===== config.mk =====
export PLATFORM = sky130hd
export DESIGN_NAME = lsu_flat
export DESIGN_NICKNAME = d
export VERILOG_FILES = /design/src/rtl/lsu_pkg.sv /design/src/rtl/lsu_if.sv /design/src/rtl/lsu_extend.sv /design/src/rtl/lsu.sv /design/src/flat_wrapper.sv
export SDC_FILE = /design/constraint.sdc
export NUM_CORES = 1
export LEC_CHECK = 0
export BUFFER_PORTS_ARGS = -buffer_cell sky130_fd_sc_hd__buf_2
export CORE_ASPECT_RATIO = 0.6
export CORE_MARGIN = 2
export CORE_UTILIZATION = 54
export CTS_CLUSTER_DIAMETER = 50
export CTS_CLUSTER_SIZE = 28
export DETAILED_ROUTE_END_ITERATION = 7
export PLACE_DENSITY = 0.85
export REMOVE_ABC_BUFFERS = 1
export SKIP_LAST_GASP = 1
export SLEW_MARGIN = 10
export SYNTH_ARGS = -nofsm -noshare
export SYNTH_HDL_FRONTEND = slang
export SYNTH_SLANG_ARGS = --single-unit

===== constraint.sdc =====
create_clock -name clk -period 8.6 [get_ports clk]
set_input_delay 1.29 -clock clk [delete_from_list [all_inputs] [get_ports clk]]
set_output_delay 1.29 -clock clk [all_outputs]
set_load 0.1 [all_outputs]

===== src/rtl/lsu_pkg.sv =====
// Purpose : shared types, opcodes and decode helpers for the byte-serial load/store unit.
// Latency : n/a (types, constants and pure functions only).
// Backpres: n/a.
// Contents: AluSelBus/AluOpBus/RegAddrBus, load/store opcodes, FSM state enum, byte helpers.
package lsu_pkg;

   typedef logic [2:0] AluSelBus;
   typedef logic [7:0] AluOpBus;
   typedef logic [4:0] RegAddrBus;

   localparam AluSelBus EXE_RES_LOAD_STORE = 3'b111;

   localparam AluOpBus EXE_LB_OP  = 8'b1110_0000;
   localparam AluOpBus EXE_LH_OP  = 8'b1110_0001;
   localparam AluOpBus EXE_LW_OP  = 8'b1110_0011;
   localparam AluOpBus EXE_LBU_OP = 8'b1110_0100;
   localparam AluOpBus EXE_LHU_OP = 8'b1110_0101;
   localparam AluOpBus EXE_SB_OP  = 8'b1110_1000;
   localparam AluOpBus EXE_SH_OP  = 8'b1110_1001;
   localparam AluOpBus EXE_SW_OP  = 8'b1110_1011;

   typedef enum logic [2:0] {IDLE, LOAD, STORE, WAIT, DONE} lsu_state_t;

   function automatic logic is_load_op(AluOpBus op);
      case (op)
         EXE_LB_OP, EXE_LH_OP, EXE_LW_OP, EXE_LBU_OP, EXE_LHU_OP: return 1'b1;
         default: return 1'b0;
      endcase
   endfunction

   function automatic logic is_store_op(AluOpBus op);
      case (op)
         EXE_SB_OP, EXE_SH_OP, EXE_SW_OP: return 1'b1;
         default: return 1'b0;
      endcase
   endfunction

   // An unrecognised aluop under the load/store class is not a memory op.
   function automatic logic is_mem_op(AluSelBus sel, AluOpBus op);
      return (sel == EXE_RES_LOAD_STORE) && (is_load_op(op) || is_store_op(op));
   endfunction

   // Index of the last byte transferred (byte count minus one).
   function automatic logic [1:0] last_byte(AluOpBus op);
      case (op)
         EXE_LH_OP, EXE_LHU_OP, EXE_SH_OP: return 2'd1;
         EXE_LW_OP, EXE_SW_OP:             return 2'd3;
         default:                          return 2'd0;
      endcase
   endfunction

   function automatic logic [7:0] get_byte(logic [31:0] w, logic [1:0] idx);
      case (idx)
         2'd0:    return w[7:0];
         2'd1:    return w[15:8];
         2'd2:    return w[23:16];
         default: return w[31:24];
      endcase
   endfunction

   function automatic logic [31:0] put_byte(logic [31:0] w, logic [1:0] idx, logic [7:0] b);
      logic [31:0] r;
      r = w;
      case (idx)
         2'd0:    r[7:0]   = b;
         2'd1:    r[15:8]  = b;
         2'd2:    r[23:16] = b;
         default: r[31:24] = b;
      endcase
      return r;
   endfunction

endpackage


===== src/rtl/lsu_if.sv =====
// Purpose : bundles the EX request, writeback and byte-wide RAM signals of the LSU.
// Latency : n/a (wires only).
// Backpres: stall_req from the LSU holds the pipeline; no other flow control.
// Modports: master = pipeline/RAM side driving requests and ram_din; slave = LSU.
interface lsu_if;
   import lsu_pkg::*;

   AluSelBus    alusel;
   AluOpBus     aluop;
   logic [31:0] mem_addr;
   logic [31:0] st_data;
   logic        we;
   RegAddrBus   waddr;
   logic [31:0] alu_wdata;

   logic        wb_we;
   RegAddrBus   wb_waddr;
   logic [31:0] wb_wdata;
   logic        stall_req;

   logic [31:0] ram_a;
   logic [7:0]  ram_dout;
   logic [7:0]  ram_din;
   logic        ram_wr;

   modport master (
      output alusel, aluop, mem_addr, st_data, we, waddr, alu_wdata, ram_din,
      input  wb_we, wb_waddr, wb_wdata, stall_req, ram_a, ram_dout, ram_wr
   );

   modport slave (
      input  alusel, aluop, mem_addr, st_data, we, waddr, alu_wdata, ram_din,
      output wb_we, wb_waddr, wb_wdata, stall_req, ram_a, ram_dout, ram_wr
   );

endinterface


===== src/rtl/lsu_extend.sv =====
// Purpose : sign/zero extends the assembled little-endian load word by access size.
// Latency : combinational.
// Backpres: none.
// Ports   : i_aluop (load opcode), i_raw (assembled bytes), o_data (writeback value).
module lsu_extend
   import lsu_pkg::*;
(
   input  AluOpBus     i_aluop,
   input  logic [31:0] i_raw,
   output logic [31:0] o_data
);

   always_comb begin
      o_data = i_raw;
      case (i_aluop)
         EXE_LB_OP:  o_data = {{24{i_raw[7]}}, i_raw[7:0]};
         EXE_LBU_OP: o_data = {24'd0, i_raw[7:0]};
         EXE_LH_OP:  o_data = {{16{i_raw[15]}}, i_raw[15:0]};
         EXE_LHU_OP: o_data = {16'd0, i_raw[15:0]};
         default:    o_data = i_raw;
      endcase
   end

endmodule


===== src/rtl/lsu.sv =====
// Purpose : byte-serial load/store unit; non-memory ops pass straight through to writeback.
// Latency : pass-through 0 cycles; store n+1 cycles to DONE; load n+2 cycles to DONE (n = 1/2/4 bytes).
// Backpres: stall_req holds EX from the request cycle until the cycle before DONE; no RAM backpressure.
// Ports   : clk, rst (async, active-high); bus (lsu_if.slave) carries EX request, writeback and RAM port.
module lsu
   import lsu_pkg::*;
(
   input  logic clk,
   input  logic rst,
   lsu_if.slave bus
);

   lsu_state_t  r_state;
   logic [1:0]  r_k;
   AluOpBus     r_aluop;
   logic [31:0] r_addr;
   logic [31:0] r_st_data;
   RegAddrBus   r_waddr;
   logic [31:0] r_raw;
   logic [31:0] r_ram_a;
   logic [7:0]  r_ram_dout;
   logic        r_ram_wr;

   logic        w_is_mem;
   logic [1:0]  w_last;
   logic [31:0] w_next_a;
   logic [31:0] w_ext;

   assign w_is_mem = is_mem_op(bus.alusel, bus.aluop);
   assign w_last   = last_byte(r_aluop);
   // 32-bit add wraps naturally, so misaligned accesses may cross 0xFFFFFFFF.
   assign w_next_a = r_addr + {30'd0, r_k} + 32'd1;

   lsu_extend u_extend (
      .i_aluop (r_aluop),
      .i_raw   (r_raw),
      .o_data  (w_ext)
   );

   // RAM outputs are registered: each transition loads the address/data for the state being entered.
   always_ff @(posedge clk or posedge rst) begin
      if (rst) begin
         r_state    <= IDLE;
         r_k        <= 2'd0;
         r_aluop    <= '0;
         r_addr     <= '0;
         r_st_data  <= '0;
         r_waddr    <= '0;
         r_raw      <= '0;
         r_ram_a    <= '0;
         r_ram_dout <= '0;
         r_ram_wr   <= 1'b0;
      end else begin
         case (r_state)
            IDLE: begin
               if (w_is_mem) begin
                  r_aluop   <= bus.aluop;
                  r_addr    <= bus.mem_addr;
                  r_st_data <= bus.st_data;
                  r_waddr   <= bus.waddr;
                  r_k       <= 2'd0;
                  r_raw     <= '0;
                  r_ram_a   <= bus.mem_addr;
                  if (is_load_op(bus.aluop)) begin
                     r_state <= LOAD;
                  end else begin
                     r_state    <= STORE;
                     r_ram_wr   <= 1'b1;
                     r_ram_dout <= bus.st_data[7:0];
                  end
               end
            end
            LOAD: begin
               // ram_din now holds the byte addressed in the previous cycle.
               if (r_k != 2'd0) begin
                  r_raw <= put_byte(r_raw, r_k - 2'd1, bus.ram_din);
               end
               if (r_k == w_last) begin
                  r_state <= WAIT;
                  r_ram_a <= '0;
               end else begin
                  r_k     <= r_k + 2'd1;
                  r_ram_a <= w_next_a;
               end
            end
            WAIT: begin
               r_raw   <= put_byte(r_raw, w_last, bus.ram_din);
               r_state <= DONE;
            end
            STORE: begin
               if (r_k == w_last) begin
                  r_state    <= DONE;
                  r_ram_wr   <= 1'b0;
                  r_ram_a    <= '0;
                  r_ram_dout <= '0;
               end else begin
                  r_k        <= r_k + 2'd1;
                  r_ram_a    <= w_next_a;
                  r_ram_dout <= get_byte(r_st_data, r_k + 2'd1);
               end
            end
            // The request is still on the bus here; it is deliberately not re-accepted.
            DONE:    r_state <= IDLE;
            default: r_state <= IDLE;
         endcase
      end
   end

   always_comb begin
      bus.wb_we     = 1'b0;
      bus.wb_waddr  = '0;
      bus.wb_wdata  = '0;
      bus.stall_req = 1'b0;
      if (!rst) begin
         case (r_state)
            IDLE: begin
               if (w_is_mem) begin
                  bus.stall_req = 1'b1;
               end else begin
                  bus.wb_we    = bus.we;
                  bus.wb_waddr = bus.waddr;
                  bus.wb_wdata = bus.alu_wdata;
               end
            end
            LOAD, STORE, WAIT: bus.stall_req = 1'b1;
            DONE: begin
               if (is_load_op(r_aluop)) begin
                  bus.wb_we    = 1'b1;
                  bus.wb_waddr = r_waddr;
                  bus.wb_wdata = w_ext;
               end
            end
            default: bus.stall_req = 1'b0;
         endcase
      end
   end

   assign bus.ram_a    = r_ram_a;
   assign bus.ram_dout = r_ram_dout;
   assign bus.ram_wr   = r_ram_wr;

endmodule


===== src/flat_wrapper.sv =====
// flat-port wrapper written by rule: the top's interface ports become plain ports
module lsu_flat import lsu_pkg::*;
  (clk, rst, bus_alusel, bus_aluop, bus_mem_addr, bus_st_data, bus_we, bus_waddr, bus_alu_wdata, bus_ram_din, bus_wb_we, bus_wb_waddr, bus_wb_wdata, bus_stall_req, bus_ram_a, bus_ram_dout, bus_ram_wr);
  lsu_if bus_i ();
  input  logic clk;
  input  logic rst;
  input wire logic [$bits(bus_i.alusel)-1:0] bus_alusel;
  input wire logic [$bits(bus_i.aluop)-1:0] bus_aluop;
  input wire logic [$bits(bus_i.mem_addr)-1:0] bus_mem_addr;
  input wire logic [$bits(bus_i.st_data)-1:0] bus_st_data;
  input wire logic [$bits(bus_i.we)-1:0] bus_we;
  input wire logic [$bits(bus_i.waddr)-1:0] bus_waddr;
  input wire logic [$bits(bus_i.alu_wdata)-1:0] bus_alu_wdata;
  input wire logic [$bits(bus_i.ram_din)-1:0] bus_ram_din;
  output wire logic [$bits(bus_i.wb_we)-1:0] bus_wb_we;
  output wire logic [$bits(bus_i.wb_waddr)-1:0] bus_wb_waddr;
  output wire logic [$bits(bus_i.wb_wdata)-1:0] bus_wb_wdata;
  output wire logic [$bits(bus_i.stall_req)-1:0] bus_stall_req;
  output wire logic [$bits(bus_i.ram_a)-1:0] bus_ram_a;
  output wire logic [$bits(bus_i.ram_dout)-1:0] bus_ram_dout;
  output wire logic [$bits(bus_i.ram_wr)-1:0] bus_ram_wr;
  assign bus_i.alusel = bus_alusel;
  assign bus_i.aluop = bus_aluop;
  assign bus_i.mem_addr = bus_mem_addr;
  assign bus_i.st_data = bus_st_data;
  assign bus_i.we = bus_we;
  assign bus_i.waddr = bus_waddr;
  assign bus_i.alu_wdata = bus_alu_wdata;
  assign bus_i.ram_din = bus_ram_din;
  assign bus_wb_we = bus_i.wb_we;
  assign bus_wb_waddr = bus_i.wb_waddr;
  assign bus_wb_wdata = bus_i.wb_wdata;
  assign bus_stall_req = bus_i.stall_req;
  assign bus_ram_a = bus_i.ram_a;
  assign bus_ram_dout = bus_i.ram_dout;
  assign bus_ram_wr = bus_i.ram_wr;
  lsu u_core (.clk(clk), .rst(rst), .bus(bus_i));
endmodule

==> flow_summary.toml, run 1 <==
[logic_synthesis]
synth_cells = 912
synth-seq-cells = 155
yosysSeqAreaShare_pct = 48.3
synth_mux_area_share_pct = 5.37
yosysWarnings = 0
synthAdderAreaFrac_pct = 1.65
synth_compound_area_share_pct = 15.7
synth_xor_area_share_pct = 2.51
yosys.area_share.simple_pct = 23.2
async_reset_ff_share_pct = 100
avgSynthCellArea_um2 = 8.81
mappedNetlistArea_um2 = 8030
synth_edf_count = 0
ys_types = 57
synth_top_family_by_area = "simple AND/OR/NAND/NOR gates"
ys.flop_type = "dfrtp_1"

[sta]
drv_slew = 0
max_freq_mhz = 186
finalClockSkew_ps = 11.9
setup_ws_ps = 3210
rsz0062_at_grt = "no"
period_share_pct = 62.6
hold_viol = 0
slew_headroom_pct = 25.8
setup_viol = 0
tightestPinTransition_ps = 1110
period_minus_slack_ps = 5390

[critical_path]
end_kind = "output port"
crit_type = "reg2out"
worstPathRequired_ps = 7310
crit_chain = "and4b_1 > nand2_1 > a21oi_1 > nand4_1 > o21ai_0 > buf_2"
crit_path_max_fanout = 16
crit_path_max_incr_delay_ps = 930
cp-start-kind = "register"
worstPathArrival_ps = 4100
crit_slowest_cell = "a21oi_1"

[placed_design]
post-place-ws_ps = 3580
portBuffers = 202
hpwl_um = 14400
gp_congestion = 0.853

[power]
vdd_ir_drop_max_v = 0.000402
power.static_leakage_uw = 0.00489
powerDensity_nw_per_um2 = 353
total_power_uw = 3440

[die]
rows = 34
die_area_um2 = 15900
die_w_um = 161
initial_core_util_pct = 55.4
coreArea_um2 = 14500
die_height_um = 98.5
io_pins = 203

[global_routing]
grt.total_usage_pct = 27.4
grt_pass1_wl_um = 34700
grt-ovfl-total = 0
grt_pass1_vias = 6946
antenna_found_initial = 0
grt_start_max_net_pins = 97

[layout]
final_net_count = 1216
final_cell_mix = "nand2_1, buf_2, dfrtp_1"
register_area_um2 = 3880
final_common_cell = "nand2_1"
drive_above_1_share_pct = 25.5
nFillCells = 1185
areaGrowthSynthToFinish_pct = 21.3
multi_input_area_um2 = 3900
antenna_cells = 0

[cts]
numCtsBuffers = 17
post_cts_buffers = 0
clock_latency_ps = 420
cts-root-buf = "clkbuf_16"
cts_sinks = 155
cts_max_path_buffers = 2
clk_pin_slew_ps = 60
cts_resized = 0
cts.htree.levels = 4
holdBufCountCts = 0
tritoncts = "done"

[routing]
ant_nets = 0
drt_pre_antenna_iters = 6
routed_wirelength_um = 21400
wire_per_inst_um = 16.5
dr.first_iter.drc_count = 629
drc = 0
vias = 7358
drt-vias-per-instance = 5.69

[worst_hold_path]
holdCritPathClass = "reg2reg"

[status]
status = "finished clean"

[run]
maxCapViolCount = 0
## path summary, 6_finish.rpt
| check | from | end | slack [ps] | cells after the start |
|---|---|---|---|---|
| max | u_core.r_aluop[4] | bus_wb_wdata[24] | 3210 | 6 |
| min | u_core.r_aluop[6] | u_core.r_aluop[6] | 460 | 1 |
| max reg2reg | u_core.r_k[0] | u_core.bus.ram_a[18] | 5550 | 8 |
| min reg2reg | u_core.r_aluop[6] | u_core.r_aluop[6] | 460 | 1 |
| max in group asynchronous | rst | u_core.r_st_data[25] | 6220 | 3 |
| min in group asynchronous | rst | u_core.r_raw[5] | 1060 | 2 |
## worst max-delay path, delay by kind of cell (launching register included)
kind	cells	cell delay, ps
flip-flops	1	370
AND/OR/NAND/NOR	3	1470
buffers and inverters	1	480
AO/OA/AOI/OAI	2	1350
## through the flow
step                      util, %  hold slack [ps]  instance area (um2)  TNS [ps]  cells
after floorplan                 -              426                 7800    -23980    853
after global placement       63.1              444                 9150         0   1262
after detailed placement     63.1              446                 9150         0   1262
after CTS                    67.2              471                 9750         0   1294
after global routing         67.2              491                 9750         0   1294
final                        67.2              464                 9750         0   1294
## registers in the layout, summed over array words and instances (netlist names)
register,count
u_core.bus.ram_dout,8
u_core.r_aluop,8
u_core.r_waddr,5
u_core.bus.ram_a,32
u_core.r_addr,32
u_core.bus.ram_wr,1
u_core.r_state,3
u_core.r_k,2
u_core.r_raw,32
u_core.r_st_data,32
## layer usage
layer / share of wire (%) / wire, um / global-route usage (%)
met5: 0 / 0 / 0
met4: 1.3 / 286 / 7.76
met3: 7.6 / 1630 / 4.17
met2: 45 / 9590 / 41.6
met1: 46 / 9870 / 41.2
## area by class of cell
type / instances / share of cell area (%)
multi-input combinational: 687 / 40.0
clock buffer: 20 / 4.69
inverter: 11 / 0.475
clock inverter: 12 / 1.40
timing repair buffer: 211 / 11.1
tap: 198 / 2.54
sequential: 155 / 39.8
## logic make-up (layout without fill, tap and decap cells)
group | after synthesis | in the layout
AOI/OAI and AO/OA | 187 | 187
xor gates and xnor gates | 23 | 23
adders and majority gates | 10 | 10
buffers and inverters | 70 | 254
DFF | 155 | 155
muxes | 39 | 39
and+or+nand+nor | 428 | 428
## cells in the mapped netlist, drive strengths merged (3+ instances only)
cell    count  area [um2]
a21o       13        97.6
a21oi      39         195
a221oi      5        43.8
a222oi      8        80.1
a22oi      15         113
a31oi       8        80.1
and2       13        81.3
and3        5        31.3
and4        3        26.3
buf         6        28.8
clkbuf     53         199
dfrtp     155        3880
ha          9         113
inv        11        41.3
mux2       33         372
mux2i       6        60.1
nand2     267        1000
nand2b      9        56.3
nand3      10        50.1
nand4      13        81.3
nand4b      3        41.3
nor2       76         285
nor2b       5        31.3
nor3       10        50.1
nor4        4        31.3
o211ai      6        45.0
o21a       15         113
o21ai      46         230
o22ai       7        43.8
o311ai     11        96.3
xnor2       7        61.3
xor2       16         140
## power breakdown
part	internal [uW]	switching [uW]	leakage, uW
clock	446	307	0.000284
sequential	866	110	0.00203
combinational	348	1370	0.00257
total	1660	1780	0.00489
(Power assumes the default switching activity.)
==> run 2, diff against run 1 <==
==> constraint.sdc (replaced) <==
create_clock -name clk -period 5.65 [get_ports clk]
set_input_delay 0.8475 -clock clk [delete_from_list [all_inputs] [get_ports clk]]
set_output_delay 0.8475 -clock clk [all_outputs]
set_load 0.1 [all_outputs]
==> flow_summary.toml, run 2 (same netlist as run 1, synthesis figures left out) <==
[layout]
final_common_cell = "nand2_1"
final_net_count = 1217
areaGrowthSynthToFinish_pct = 21.5
final_cell_mix = "nand2_1, buf_2, dfrtp_1"
drive_above_1_share_pct = 25.6
final_area_um2 = 9760
post-route-util_pct = 67.3
antenna_cells = 0

[routing]
dr.first_iter.drc_count = 543
drc = 0
drt-vias-per-instance = 5.69
wire_per_inst_um = 16.6
ant_nets = 0
vias = 7374
drt_pre_antenna_iters = 5
routed_wirelength_um = 21500

[sta]
period_share_pct = 74.3
tightestPinTransition_ps = 1150
slew_headroom_pct = 23.4
drv_slew = 0
hold_viol = 0
finalClockSkew_ps = 13.5
setup_viol = 0
rsz0062_at_grt = "no"
max_freq_mhz = 238
period_minus_slack_ps = 4200
hold_ws_ps = 467

[critical_path]
worstPathArrival_ps = 3350
crit_chain = "and4b_1 > nand2_1 > a21oi_1 > buf_4 > nand4_1 > o21ai_0 > buf_2"
worstPathRequired_ps = 4800
crit_type = "reg2out"
end_kind = "output port"
crit_path_max_incr_delay_ps = 520
crit_path_max_fanout = 16
crit_slowest_cell = "nand4_1"
cp-start-kind = "register"

[cts]
cts_resized = 0
cts-root-buf = "clkbuf_16"
clk_pin_slew_ps = 60
cts.htree.levels = 4
holdBufCountCts = 0
cts_max_path_buffers = 2
clock_latency_ps = 410
post_cts_buffers = 0
numCtsBuffers = 17
tritoncts = "done"
cts_sinks = 155

[placed_design]
gp_congestion = 0.862
placedInstanceArea_um2 = 9160
hpwl_um = 14600
portBuffers = 202

[power]
power.static_leakage_uw = 0.00489
powerDensity_nw_per_um2 = 538
vdd_ir_drop_max_v = 0.000674

[global_routing]
grt-ovfl-total = 0
grt_pass1_wl_um = 34600
grt_pass1_vias = 6799
antenna_found_initial = 0
grt.total_usage_pct = 27.3
grt_start_max_net_pins = 72

[die]
die_area_um2 = 15900
coreArea_um2 = 14500
rows = 34
io_pins = 203
die_height_um = 98.5
die_w_um = 161
initial_core_util_pct = 55.4

[run]
maxCapViolCount = 0

[worst_hold_path]
holdCritPathClass = "reg2reg"

[status]
status = "finished clean"
[run 2: changes by cell type in the layout (fill, tap and decap cells not counted)]
cell        before  now
and2_2           1    0
and2_4           0    1
buf_4            9   10
clkinv_2         2    1
clkinv_4         1    3
clkinvlp_4       3    4
inv_6            5    3
[run 2: per-layer routing]
| metal | vias to the layer above | part of all wire [%] | global-route usage (%) |
|---|---|---|---|
| li1 | 3471 | - | - |
| met1 | 3572 | 47 | 41.4 |
| met2 | 309 | 44 | 40.3 |
| met3 | 22 | 7.7 | 6.14 |
| met4 | 0 | 0.81 | 6.04 |
| met5 | - | 0 | 0 |
[run 2: final timing paths]
check                                        from              endpoint  slack, ps  cells past startpoint
worst max-delay path            u_core.r_aluop[4]      bus_wb_wdata[30]       1450                      7
worst max register to register      u_core.r_k[0]  u_core.bus.ram_a[18]       2560                      8
max in group asynchronous                     rst     u_core.r_addr[12]       4080                      3
min in group asynchronous                     rst       u_core.r_raw[4]        490                      2
worst min-delay path            u_core.r_aluop[5]     u_core.r_aluop[5]        470                      1
worst min register to register  u_core.r_aluop[5]     u_core.r_aluop[5]        470                      1
[run 2: area by class of cell]
cell class | instances | area (um2)
Tap cell | 198 | 248
Inverter | 11 | 46.3
Sequential cell | 155 | 3880
Clock inverter | 12 | 139
Fill cell | 1181 | 4750
Timing Repair Buffer | 212 | 1090
Clock buffer | 20 | 457
Multi-Input combinational cell | 687 | 3900
[run 2: worst max-delay path, delay by kind of cell, from the launching register on]
kind	cells	cell delay, ps
buffers and inverters	2	700
AO/OA/AOI/OAI	2	610
flip-flops	1	370
AND/OR/NAND/NOR	3	1250
[run 2: power breakdown]
group	switching, uW	leakage, uW	internal [uW]
sequential	167	0.00203	1320
combinational	2090	0.00258	526
clock	466	0.000279	679
total	2720	0.00489	2520
[run 2: metrics by stage]
stage | TNS, ps | total power [uW] | cells | setup slack [ps]
2_1_floorplan | -102450 | 3550 | 853 | -3010
3_3_place_gp | 0 | 4060 | 1263 | 2070
3_5_place_dp | 0 | 4100 | 1263 | 2000
4_1_cts | 0 | 5240 | 1295 | 1560
5_1_grt | 0 | 5480 | 1295 | 1180
6_report | 0 | 5250 | 1295 | 1450
